$ cat src/rtl/reg_file_2w2r.sv
// ---------------------------------------------------------------------------
// reg_file_2w2r
//   Parametrised two-write / two-read register file. It feeds operand A/B
//   between decode and the ALU. It is sized so that two writers can share
//   one file, for example dual issue, or a writeback path plus a load path.
//
//   Parameters
//     DATA_W    register width
//     ADDR_W    address width (depth = 2**ADDR_W)
//     ZERO_REG  1: register 0 reads as zero and ignores writes
//     CNT_W     width of the committed-write counter (wraps)
//
//   Ports
//     CLK          clock, rising edge
//     RESET        asynchronous active-low reset
//     BUSYWAIT     memory stall; blocks all write commits
//     WRITE1/2     write enables
//     INADDRESS1/2 write addresses
//     IN1/2        write data
//     OUT1ADDRESS  read address A
//     OUT2ADDRESS  read address B
//     OUT1/OUT2    combinational read data A/B
//     COLLISION    registered one-cycle pulse after a same-address dual write
//     WRITE_COUNT  registered count of registers actually updated
//
//   Optional build macro
//     REGFILE_BYPASS_EN  write-first forwarding from the committing write
//                        data to the read ports (port 2 has priority)
// ---------------------------------------------------------------------------
module reg_file_2w2r #(
  parameter int DATA_W   = 8,
  parameter int ADDR_W   = 3,
  parameter int ZERO_REG = 0,
  parameter int CNT_W    = 16
) (
  input  logic              CLK,
  input  logic              RESET,
  input  logic              BUSYWAIT,
  input  logic              WRITE1,
  input  logic [ADDR_W-1:0] INADDRESS1,
  input  logic [DATA_W-1:0] IN1,
  input  logic              WRITE2,
  input  logic [ADDR_W-1:0] INADDRESS2,
  input  logic [DATA_W-1:0] IN2,
  input  logic [ADDR_W-1:0] OUT1ADDRESS,
  input  logic [ADDR_W-1:0] OUT2ADDRESS,
  output logic [DATA_W-1:0] OUT1,
  output logic [DATA_W-1:0] OUT2,
  output logic              COLLISION,
  output logic [CNT_W-1:0]  WRITE_COUNT
);

  localparam int DEPTH = 1 << ADDR_W;

  logic [DATA_W-1:0] r_mem [DEPTH];
  logic              r_collision;
  logic [CNT_W-1:0]  r_count;

  logic              w_same_addr;
  logic              w_collision;
  logic              w_commit1;
  logic              w_commit2;
  logic              w_commit1_eff;
  logic [CNT_W-1:0]  w_inc;

  // True when the address is the hardwired-zero register.
  function automatic logic f_is_zero_reg(input logic [ADDR_W-1:0] addr);
    return (ZERO_REG != 0) && (addr == '0);
  endfunction

  assign w_same_addr = (INADDRESS1 == INADDRESS2);

  // The collision flag is computed before the zero-register filter, so a
  // dual write to register 0 still raises it.
  assign w_collision = WRITE1 & WRITE2 & ~BUSYWAIT & w_same_addr;

  assign w_commit1 = WRITE1 & ~BUSYWAIT & ~f_is_zero_reg(INADDRESS1);
  assign w_commit2 = WRITE2 & ~BUSYWAIT & ~f_is_zero_reg(INADDRESS2);

  // Port 2 wins a same-address collision, so port 1's commit is dropped.
  // As a result a collision updates only one register.
  assign w_commit1_eff = w_commit1 & ~(w_commit2 & w_same_addr);

  assign w_inc = CNT_W'(w_commit1_eff) + CNT_W'(w_commit2);

  always_ff @(posedge CLK or negedge RESET) begin
    if (!RESET) begin
      for (int i = 0; i < DEPTH; i++) begin
        r_mem[i] <= '0;
      end
      r_collision <= 1'b0;
      r_count     <= '0;
    end else begin
      if (w_commit1_eff) begin
        r_mem[INADDRESS1] <= IN1;
      end
      if (w_commit2) begin
        r_mem[INADDRESS2] <= IN2;
      end
      r_collision <= w_collision;
      r_count     <= r_count + w_inc;
    end
  end

  // Read ports
  always_comb begin
    OUT1 = r_mem[OUT1ADDRESS];
`ifdef REGFILE_BYPASS_EN
    if (w_commit2 && (OUT1ADDRESS == INADDRESS2)) begin
      OUT1 = IN2;
    end else if (w_commit1 && (OUT1ADDRESS == INADDRESS1)) begin
      OUT1 = IN1;
    end
`endif
    if (f_is_zero_reg(OUT1ADDRESS)) begin
      OUT1 = '0;
    end
  end

  always_comb begin
    OUT2 = r_mem[OUT2ADDRESS];
`ifdef REGFILE_BYPASS_EN
    if (w_commit2 && (OUT2ADDRESS == INADDRESS2)) begin
      OUT2 = IN2;
    end else if (w_commit1 && (OUT2ADDRESS == INADDRESS1)) begin
      OUT2 = IN1;
    end
`endif
    if (f_is_zero_reg(OUT2ADDRESS)) begin
      OUT2 = '0;
    end
  end

  assign COLLISION   = r_collision;
  assign WRITE_COUNT = r_count;

endmodule

$ cat config.mk
export PLATFORM = sky130hd
export DESIGN_NAME = reg_file_2w2r
export DESIGN_NICKNAME = d
export VERILOG_FILES = /design/src/rtl/reg_file_2w2r.sv
export SDC_FILE = /design/constraint.sdc
export NUM_CORES = 1
export LEC_CHECK = 0
export ABC_AREA = 1
export CORE_MARGIN = 2
export CORE_UTILIZATION = 30
export CTS_CLUSTER_DIAMETER = 200
export DETAILED_ROUTE_END_ITERATION = 7
export PLACE_DENSITY = 0.48
export SLEW_MARGIN = 25
export SYNTH_ARGS = -nofsm -noshare
export SYNTH_HDL_FRONTEND = slang
export SYNTH_SLANG_ARGS = --single-unit
$ cat constraint.sdc
create_clock -name CLK -period 1.45 [get_ports CLK]
set_input_delay 0.29 -clock CLK [delete_from_list [all_inputs] [get_ports CLK]]
set_output_delay 0.29 -clock CLK [all_outputs]
set_load 0.005 [all_outputs]
==> metrics, run 1 <==
outcome=complete, but fails checks; failing checks=setup timing; hold_sp=WRITE1; Pwr Total=0.00889 W; Slew @ Worst Pin=487 ps; CP max stage cell=dfrtp_1; CTS tree=built; Clock Tree Buf Depth=2; Fin Setup TNS=-5350 ps; Layout Nets=1126; Maximum Capacitance Violations=0; fraction of layout cells with a size suffix above 1=0.281; crit-path most repeated cell=o21ai_1; crit path DAT=1570 ps; Slowest Stage Delay on Critical Path=370 ps; pwr dens=1030 nW/µm²; routability cong.=0.933; Crit Path Class=flip-flop to primary output; hpwl dp=15400 µm; top cell type's share of synthesized area=0.354; slew margin rel.=0.675; R2R depth=7; Min Clock Period, post-route=1860 ps; R2R setup slack=-100 ps; worst reg2reg path endpoint=WRITE_COUNT[14]; cell taking the most area after synthesis=dfrtp_1; Num Clock Sinks=81; Synthesized Nets=931; worst path required time=1160 ps; Worst Setup End Kind=primary output; register bit count reported by yosys=81; number of global-route vias before repair=6064; total CTS buffers=9; largest net degree at the start of global routing=73; Setup crit start kind=flip-flop; design area=8640 µm²; cells after synthesis=896; core area=18700 µm²; Rows=50; crit share post-route=1.29; Worst Hold End=COLLISION; Slew Limit Fails=0; DRC=0; worst hold path type=input port to flip-flop; Worst Slack Setup Final=-414 ps; global-route wire length before repair=34900 µm; Ports=66; Seq. cell area=2030 µm²; vias=6445; DR iter-0 viols=399; root buf cell=clkbuf_16; synth unique cells=27; die height=142 µm; area of the die=20200 µm²; final setup violation count=28; WHS=213 ps; Critical Path Fanout Max=2; Horiz. Die Dim=142 µm; unrepaired setup endpoints after global routing=yes; Post-Syn Area=5720 µm²; FF-to-FF Start=WRITE_COUNT[0]; I/O Buffers=65; H-tree lvl count=3; Synth-to-Final Area Change=51.0%; clk slew on worst S/H paths=70 ps; Initial DRT Pass Iterations=5; number of diodes=0; gr usage total=0.226; yosys warns=0; Multi-input gate area=3350 µm²; initial core utilization=0.306; Max Freq=537 MHz; hold path cells=3; placed standard-cell area=7670 µm²; post-route ant nets=0; Hold Violations, Final=0; leakage power=4.44 nW; Avg Inst Size Synth=6.39 µm²; fillcell total=1958; worst skew pair latency=340 ps; WL/cell=16.5 µm; Via density=4.85; GRT Residual Overflow=0; Max VDD drop=0.000850 V; Synth area leaders=dfrtp_1 35%, nor2_1 11%, nand2_1 11%; drt total wl=22000 µm; register area share after synthesis=0.354; antenna violations before repair=0; Worst Skew=1.71 ps; crit path cell chain=inv_2 > buf_6 > a21oi_2 > o21ai_1 > o21ai_1 > nor2_1 > a31oi_2 > buf_2
-- logic make-up after synthesis --
group           synth area share
xor+xnor                  0.0184
flops                      0.354
simple gates               0.325
buf+inv                    0.115
fa+ha+maj                0.00569
compound gates             0.181
-- area by class of cell --
cell class	count	area share
timing repair buffer	237	0.257
inverter	115	0.0540
tap	234	0.0339
clock inverter	6	0.00579
clock buffer	10	0.0277
multi-input combinational	647	0.387
sequential	81	0.235
-- metal layers --
metal	global-route usage	routed length, µm
met1	0.323	10700
met2	0.353	9620
met3	0.0320	1040
met4	0.0695	577
met5	0	0
-- synth_stat cells --
library cell  count
nand3b_1          3
ha_1              1
nand3b_4          5
nand4_1           1
a21oi_1          96
nand2_1         172
o211ai_1         16
inv_2             3
buf_4             1
buf_1            10
xnor2_1           5
nand2_4           1
a21boi_0          1
inv_1           112
a31oi_1          16
o21ai_0          64
nand3_1          74
xor2_1            7
buf_6             1
nor3_1            2
clkbuf_1         27
buf_2            14
nor2_2            6
nor2_1          175
a41oi_1           1
dfrtp_1          81
fa_1              1
-- how the worst max path moves through the flow --
stage	from	to	slack (ps)	depth (start not counted)
2_1_floorplan	WRITE1	WRITE_COUNT[15]	-500	12
3_3_place_gp	OUT2ADDRESS[0]	OUT2[2]	-1200	8
3_5_place_dp	OUT2ADDRESS[0]	OUT2[2]	-1220	8
4_1_cts	r_mem[18]	OUT2[2]	-510	8
5_1_grt	r_mem[19]	OUT2[3]	-540	8
6_report	r_mem[18]	OUT2[2]	-410	8
-- worst max-delay path: cells and delay by family (launching register included) --
| kind | cells | cell delay, ps |
|---|---|---|
| flip-flops | 1 | 370 |
| buffers and inverters | 3 | 330 |
| AND/OR/NAND/NOR | 1 | 90 |
| AO/OA/AOI/OAI | 4 | 430 |
-- through the flow --
step	std cells	utilization	setup WS, ps
2_1_floorplan	896	-	-496
5_1_grt	1330	0.462	-543
4_1_cts	1319	0.448	-511
3_3_place_gp	1265	0.410	-1200
3_5_place_dp	1265	0.410	-1220
6_report	1330	0.462	-414
-- registers in the layout, summed over array words and instances (netlist names) --
signal       count
COLLISION        1
r_mem           64
WRITE_COUNT     16
-- layout by cell type (no fill, tap or decap), drive strengths merged, types with 2 or more instances in the layout --
master         count
dfrtp             81
o21ai             64
clkbuf            11
dlygate4sd2       17
nand3b             8
buf              199
o211ai            16
nand3             74
xnor2              5
clkinvlp           3
bufbuf             2
nor2             181
nand2            173
nor3               2
xor2               7
inv              116
a31oi             16
clkdlybuf4s50     17
clkinv             2
a21oi             96
-- where the power goes --
| part | leakage (nW) | internal (W) | total [W] | switching [W] |
|---|---|---|---|---|
| clock network | 0.141 | 0.00123 | 0.00226 | 0.00102 |
| logic | 3.31 | 0.00165 | 0.00325 | 0.00160 |
| registers | 0.983 | 0.00282 | 0.00338 | 0.000566 |
| total | 4.44 | 0.00570 | 0.00889 | 0.00319 |
-- what timing repair did --
action	in CTS	in global routing
pin swaps	36	26
endpoints found under the hold margin	9	0
gates resized for setup	246	48
gates cloned	4	1
buffers inserted	35	12
setup endpoints to repair	113	52
hold buffers	1	0
No activity file was read; power rests on OpenSTA's default activity.
==> run 2: changes to the inputs <==
CAP_MARGIN = 40   (was unset)
CORE_UTILIZATION = 52   (was 30)
PLACE_DENSITY = 0.76   (was 0.48)
==> run 2 against run 1 <==
The flow still finishes with violations (setup timing). Clock power fell by 24%. Clock skew grew 5.5 ps. Final cell count fell by 8.3%. Setup slack better by 26 ps. Clock-buffer cell count grew 1. Worst hold slack got worse by 12 ps. Die area decreased by 41%. Sequential share of layout area up 0.64 points. Maximum frequency up 1.4%. Via count is 10% higher. Wire length grew 10%. Sequential power is 2% higher. Highest routed layer unchanged.
==> metrics, run 2 (synthesis results as in run 1) <==
crit share post-route=1.27 (was 1.29); max reg flops=64 (unchanged); Crit Path Class=flip-flop to primary output (unchanged); Min Clock Period, post-route=1840 ps (was 1860 ps); Critical Path Fanout Max=3 (was 2); total CTS buffers=9 (unchanged); crit path DAT=1550 ps (was 1570 ps); post-route ant nets=0 (unchanged); number of global-route vias before repair=6327 (was 6064); post-layout utilization of the core=0.781 (was 0.462); number of diodes=0 (unchanged); Slowest Stage Delay on Critical Path=450 ps (was 370 ps); Initial DRT Pass Iterations=8 (was 5); gr usage total=0.383 (was 0.226); routability cong.=1.04 (was 0.933); Worst Skew=7.18 ps (was 1.71 ps); vias=7095 (was 6445); Maximum Capacitance Violations=0 (unchanged); Synth-to-Final Area Change=47.3% (was 51.0%); die height=109 µm (was 142 µm); Max Freq=544 MHz (was 537 MHz); Worst path top cell family by delay=compound AO/OA/AOI/OAI gates (unchanged); drt total wl=24300 µm (was 22000 µm); worst skew pair latency=380 ps (was 340 ps); Hold Violations, Final=0 (unchanged); DRC=0 (unchanged); initial core utilization=0.530 (was 0.306); unrepaired setup endpoints after global routing=yes (unchanged); Worst Slack Setup Final=-388 ps (was -414 ps); Horiz. Die Dim=109 µm (was 142 µm); worst path bufs/invs=1 (was 3); I/O Buffers=65 (unchanged); area of the die=11900 µm² (was 20200 µm²); Clock Tree Buf Depth=2 (unchanged); leakage power=4.35 nW (was 4.44 nW); Via density=5.82 (was 4.85); Max VDD drop=0.000869 V (was 0.000850 V); commonest non-fill, non-tap cell in the layout=nor2_1 (unchanged); Worst Setup End Kind=primary output (unchanged); clk slew on worst S/H paths=100 ps (was 70 ps); DR iter-0 viols=1016 (was 399); fraction of layout cells with a size suffix above 1=0.300 (was 0.281); antenna violations before repair=0 (unchanged); final setup violation count=33 (was 28); fillcell total=707 (was 1958); crit path cell chain=o211ai_1 > a31oi_1 > buf_2 (was inv_2 > buf_6 > a21oi_2 > o21ai_1 > o21ai_1 > nor2_1 > a31oi_2 > buf_2); worst path required time=1160 ps (about the same); H-tree lvl count=3 (unchanged); CTS tree=built (unchanged); Rows=38 (was 50); worst hold path type=input port to flip-flop (unchanged); root buf cell=clkbuf_8 (was clkbuf_16); Setup crit start kind=flip-flop (unchanged); largest net degree at the start of global routing=73 (unchanged); Layout Nets=1110 (was 1126); Slew @ Worst Pin=537 ps (was 487 ps); CP max stage cell=dfrtp_1 (unchanged); outcome=complete, but fails checks (unchanged); pwr dens=1020 nW/µm² (was 1030 nW/µm²); WHS=201 ps (was 213 ps); failing checks=setup timing (unchanged); GRT Residual Overflow=0 (unchanged); Slew Limit Fails=0 (unchanged); WL/cell=19.9 µm (was 16.5 µm); global-route wire length before repair=34100 µm (was 34900 µm); Fin Setup TNS=-7350 ps (was -5350 ps); slew margin rel.=0.642 (was 0.675); Num Clock Sinks=81 (unchanged); largest register by flop count=r_mem (unchanged); hpwl dp=13500 µm (was 15400 µm); most frequent cells in the layout=159 x nor2_1, 150 x nand2_1, 117 x buf_4 (was 166 x nor2_1, 157 x nand2_1, 132 x buf_4); core area=10800 µm² (was 18700 µm²); Ports=66 (unchanged)
-- run 2: path summary, 6_finish.rpt --
check                          startpoint               to  slack, ps  cells after the start
max                             r_mem[46]          OUT1[6]       -390                      3
min                                WRITE1        COLLISION        200                      3
max reg2reg                WRITE_COUNT[0]  WRITE_COUNT[14]       -330                      7
min reg2reg                     r_mem[33]        r_mem[33]        550                      2
max in group asynchronous           RESET        r_mem[57]        640                      3
min in group asynchronous           RESET        r_mem[23]        320                      2
-- run 2: metal layers --
layer,global-route usage,up-vias,share of wire
met1,0.481,3221,0.36
met5,0,-,0
li1,-,3220,-
met3,0.105,138,0.12
met4,0.196,0,0.072
met2,0.602,516,0.45
-- run 2: per-stage QoR --
| stage | setup WS (ps) | std cells | area (µm²) | power, W |
|---|---|---|---|---|
| after CTS | -311 | 1207 | 8070 | 0.00793 |
| after global placement | -1030 | 1144 | 7340 | 0.00589 |
| after global routing | -442 | 1220 | 8430 | 0.00893 |
| final | -388 | 1220 | 8430 | 0.00861 |
| after floorplan | -496 | 896 | 5840 | 0.00448 |
| after detailed placement | -1060 | 1144 | 7340 | 0.00596 |
-- run 2: layout make-up --
| type | instances | area, µm² | share of cell area |
|---|---|---|---|
| inverters | 115 | 472 | 0.0560 |
| flip-flops and latches | 81 | 2030 | 0.241 |
| repair buffers | 221 | 2120 | 0.251 |
| multi-input cells | 647 | 3450 | 0.409 |
| clock inverters | 5 | 56.3 | 0.00668 |
| well taps | 140 | 175 | 0.0208 |
| clock buffers | 11 | 131 | 0.0156 |
-- run 2: tightest hold or removal path, cell delays in order --
cell    delay (ps)
buf_4          140
inv_12          60
nor2_1          50
-- run 2: repair_timing --
item                                    in CTS  in global routing
resized for setup                          255                 80
hold buffers                                 1                  0
endpoints found under the setup margin     113                 78
gates cloned                                 5                  2
setup buffers                               44                 17
pin swaps                                   43                 36
endpoints found under the hold margin       13                  0
-- run 2: where the power goes --
part / switching [W] / internal, W
registers: 0.000629 / 0.00282
logic: 0.00177 / 0.00168
clock network: 0.000911 / 0.000796
total: 0.00331 / 0.00529
==> run 3: changes to the inputs <==
ABC_CLOCK_PERIOD_IN_PS = 1450   (was unset)
SKIP_CTS_REPAIR_TIMING = 1   (was unset)
==> run 3 against run 2 <==
The run still ends with setup timing left. Final cell count is 1.1% lower. Critical path depth is 11 higher. First-iteration DRC count down 13%. Critical endpoint is now WRITE_COUNT[15]. Highest routed layer unchanged.
==> metrics, run 3 (synthesis results as in run 1) <==
drt total wl=21800 µm (was 24300 µm); Layout Nets=1096 (was 1110); R2R setup slack=-420 ps (was -330 ps); Min Clock Period, post-route=1890 ps (was 1840 ps); Seq. cell area=2040 µm² (was 2030 µm²); hpwl dp=13500 µm (unchanged); vias=6769 (was 7095); DRC=0 (unchanged); I/O Buffers=65 (unchanged); Crit Path Class=input port to flip-flop (was flip-flop to primary output); WL/cell=18.1 µm (was 19.9 µm); Worst Skew=2.77 ps (was 7.18 ps); Maximum Capacitance Violations=0 (unchanged); final setup violation count=30 (was 33); commonest non-fill, non-tap cell in the layout=nor2_1 (unchanged); Worst Hold End=COLLISION (unchanged); crit path DAT=2180 ps (was 1550 ps); slew margin rel.=0.595 (was 0.642); worst hold path type=input port to flip-flop (unchanged); core area=10800 µm² (unchanged); fraction of layout cells with a size suffix above 1=0.258 (was 0.300); die height=109 µm (unchanged); Max VDD drop=0.00113 V (was 0.000869 V); Ports=66 (unchanged); FF-to-FF Start=WRITE_COUNT[0] (unchanged); post-route ant nets=0 (unchanged); GRT Residual Overflow=0 (unchanged); Via density=5.61 (was 5.82); pwr dens=1020 nW/µm² (about the same); Slew Limit Fails=0 (unchanged); worst skew pair latency=360 ps (was 380 ps); most frequent cells in the layout=169 x nor2_1, 159 x nand2_1, 111 x buf_4 (was 159 x nor2_1, 150 x nand2_1, 117 x buf_4); failing checks=setup timing (unchanged); largest register by flop count=r_mem (unchanged); Horiz. Die Dim=109 µm (unchanged); unrepaired setup endpoints after global routing=yes (unchanged); Worst Slack Setup Final=-443 ps (was -388 ps); Rows=38 (unchanged); fillcell total=773 (was 707); Hold Violations, Final=0 (unchanged); DR iter-0 viols=880 (was 1016); Synth-to-Final Area Change=42.7% (was 47.3%); clk slew on worst S/H paths=80 ps (was 100 ps); global-route wire length before repair=29400 µm (was 34100 µm); hold_sp=WRITE1 (unchanged); Setup crit start kind=input port (was flip-flop); largest net degree at the start of global routing=73 (unchanged); routability cong.=1.04 (unchanged); CTS tree=built (unchanged); worst path required time=1740 ps (was 1160 ps); Critical Path Fanout Max=3 (unchanged); R2R depth=10 (was 7); max reg flops=64 (unchanged); crit share post-route=1.31 (was 1.27); number of diodes=0 (unchanged); gr usage total=0.328 (was 0.383); Multi-input gate area=3300 µm² (was 3450 µm²); design area=8160 µm² (was 8430 µm²); WHS=215 ps (was 201 ps); Slew @ Worst Pin=607 ps (was 537 ps); hold path cells=3 (unchanged); placed standard-cell area=7340 µm² (unchanged); Max Freq=528 MHz (was 544 MHz); antenna violations before repair=0 (unchanged); root buf cell=clkbuf_8 (unchanged); leakage power=4.40 nW (was 4.35 nW); worst reg2reg path endpoint=WRITE_COUNT[15] (was WRITE_COUNT[14]); number of global-route vias before repair=5601 (was 6327); Clock Tree Buf Depth=2 (unchanged); Worst Setup End Kind=flip-flop (was primary output); Num Clock Sinks=81 (unchanged); total CTS buffers=9 (unchanged); Initial DRT Pass Iterations=6 (was 8); area of the die=11900 µm² (unchanged); initial core utilization=0.530 (unchanged); outcome=complete, but fails checks (unchanged); H-tree lvl count=3 (unchanged)
-- run 3: cell count changes in the layout (fill, tap and decap cells not counted), moves of 7 or more --
cell / previous run / this run
dlymetal6s2s_1: 0 / 20
dlygate4sd2_1: 16 / 0
nor2_1: 159 / 169
nand2_1: 150 / 159
a21oi_1: 70 / 77
a21oi_2: 26 / 19
nor2_2: 12 / 5
-- run 3: critical path, stage by stage --
cell	delay [ps]
buf_8	100
buf_6	110
nor2_4	110
a21boi_4	230
fa_2	300
buf_6	110
buf_6	80
nand3_4	80
nor2_4	150
nand2_4	80
nor2_4	140
nand2_2	100
nor2_2	120
xor2_1	160
-- run 3: metrics by stage --
step	setup TNS, ps	setup slack, ps	power [W]	instances	utilization
finish	-7870	-443	0.00831	1206	0.756
global route	-9360	-471	0.00870	1206	0.756
CTS	-52260	-1030	0.00759	1160	0.698
detailed placement	-81830	-1060	0.00596	1144	0.680
global placement	-78250	-1030	0.00589	1144	0.680
floorplan	-4330	-496	0.00448	896	-
-- run 3: metal layers --
layer | routed length (µm) | vias up | global-route usage
li1 | - | 3183 | -
met1 | 8450 | 3085 | 0.443
met2 | 10000 | 425 | 0.488
met3 | 2310 | 76 | 0.0885
met4 | 1030 | 0 | 0.155
met5 | 0 | - | 0
-- run 3: layout make-up --
type	instances	share of cell area
Multi-Input combinational cell	647	0.404
Sequential cell	81	0.249
Timing Repair Buffer	207	0.244
Inverter	115	0.0575
Tap cell	140	0.0215
Clock buffer	11	0.0161
Clock inverter	5	0.00690
-- run 3: worst max path at each step --
stage / slack, ps / from / end
floorplan: -500 / WRITE1 / WRITE_COUNT[15]
global placement: -1030 / OUT1ADDRESS[0] / OUT1[7]
detailed placement: -1060 / INADDRESS1[1] / WRITE_COUNT[12]
CTS: -1030 / OUT1ADDRESS[0] / OUT1[7]
global route: -470 / INADDRESS2[2] / WRITE_COUNT[15]
finish: -440 / BUSYWAIT / WRITE_COUNT[15]
-- run 3: report_power, final --
part | internal [W] | switching, W
clock | 0.000795 | 0.000858
sequential | 0.00283 | 0.000621
combinational | 0.00158 | 0.00163
total | 0.00520 | 0.00311
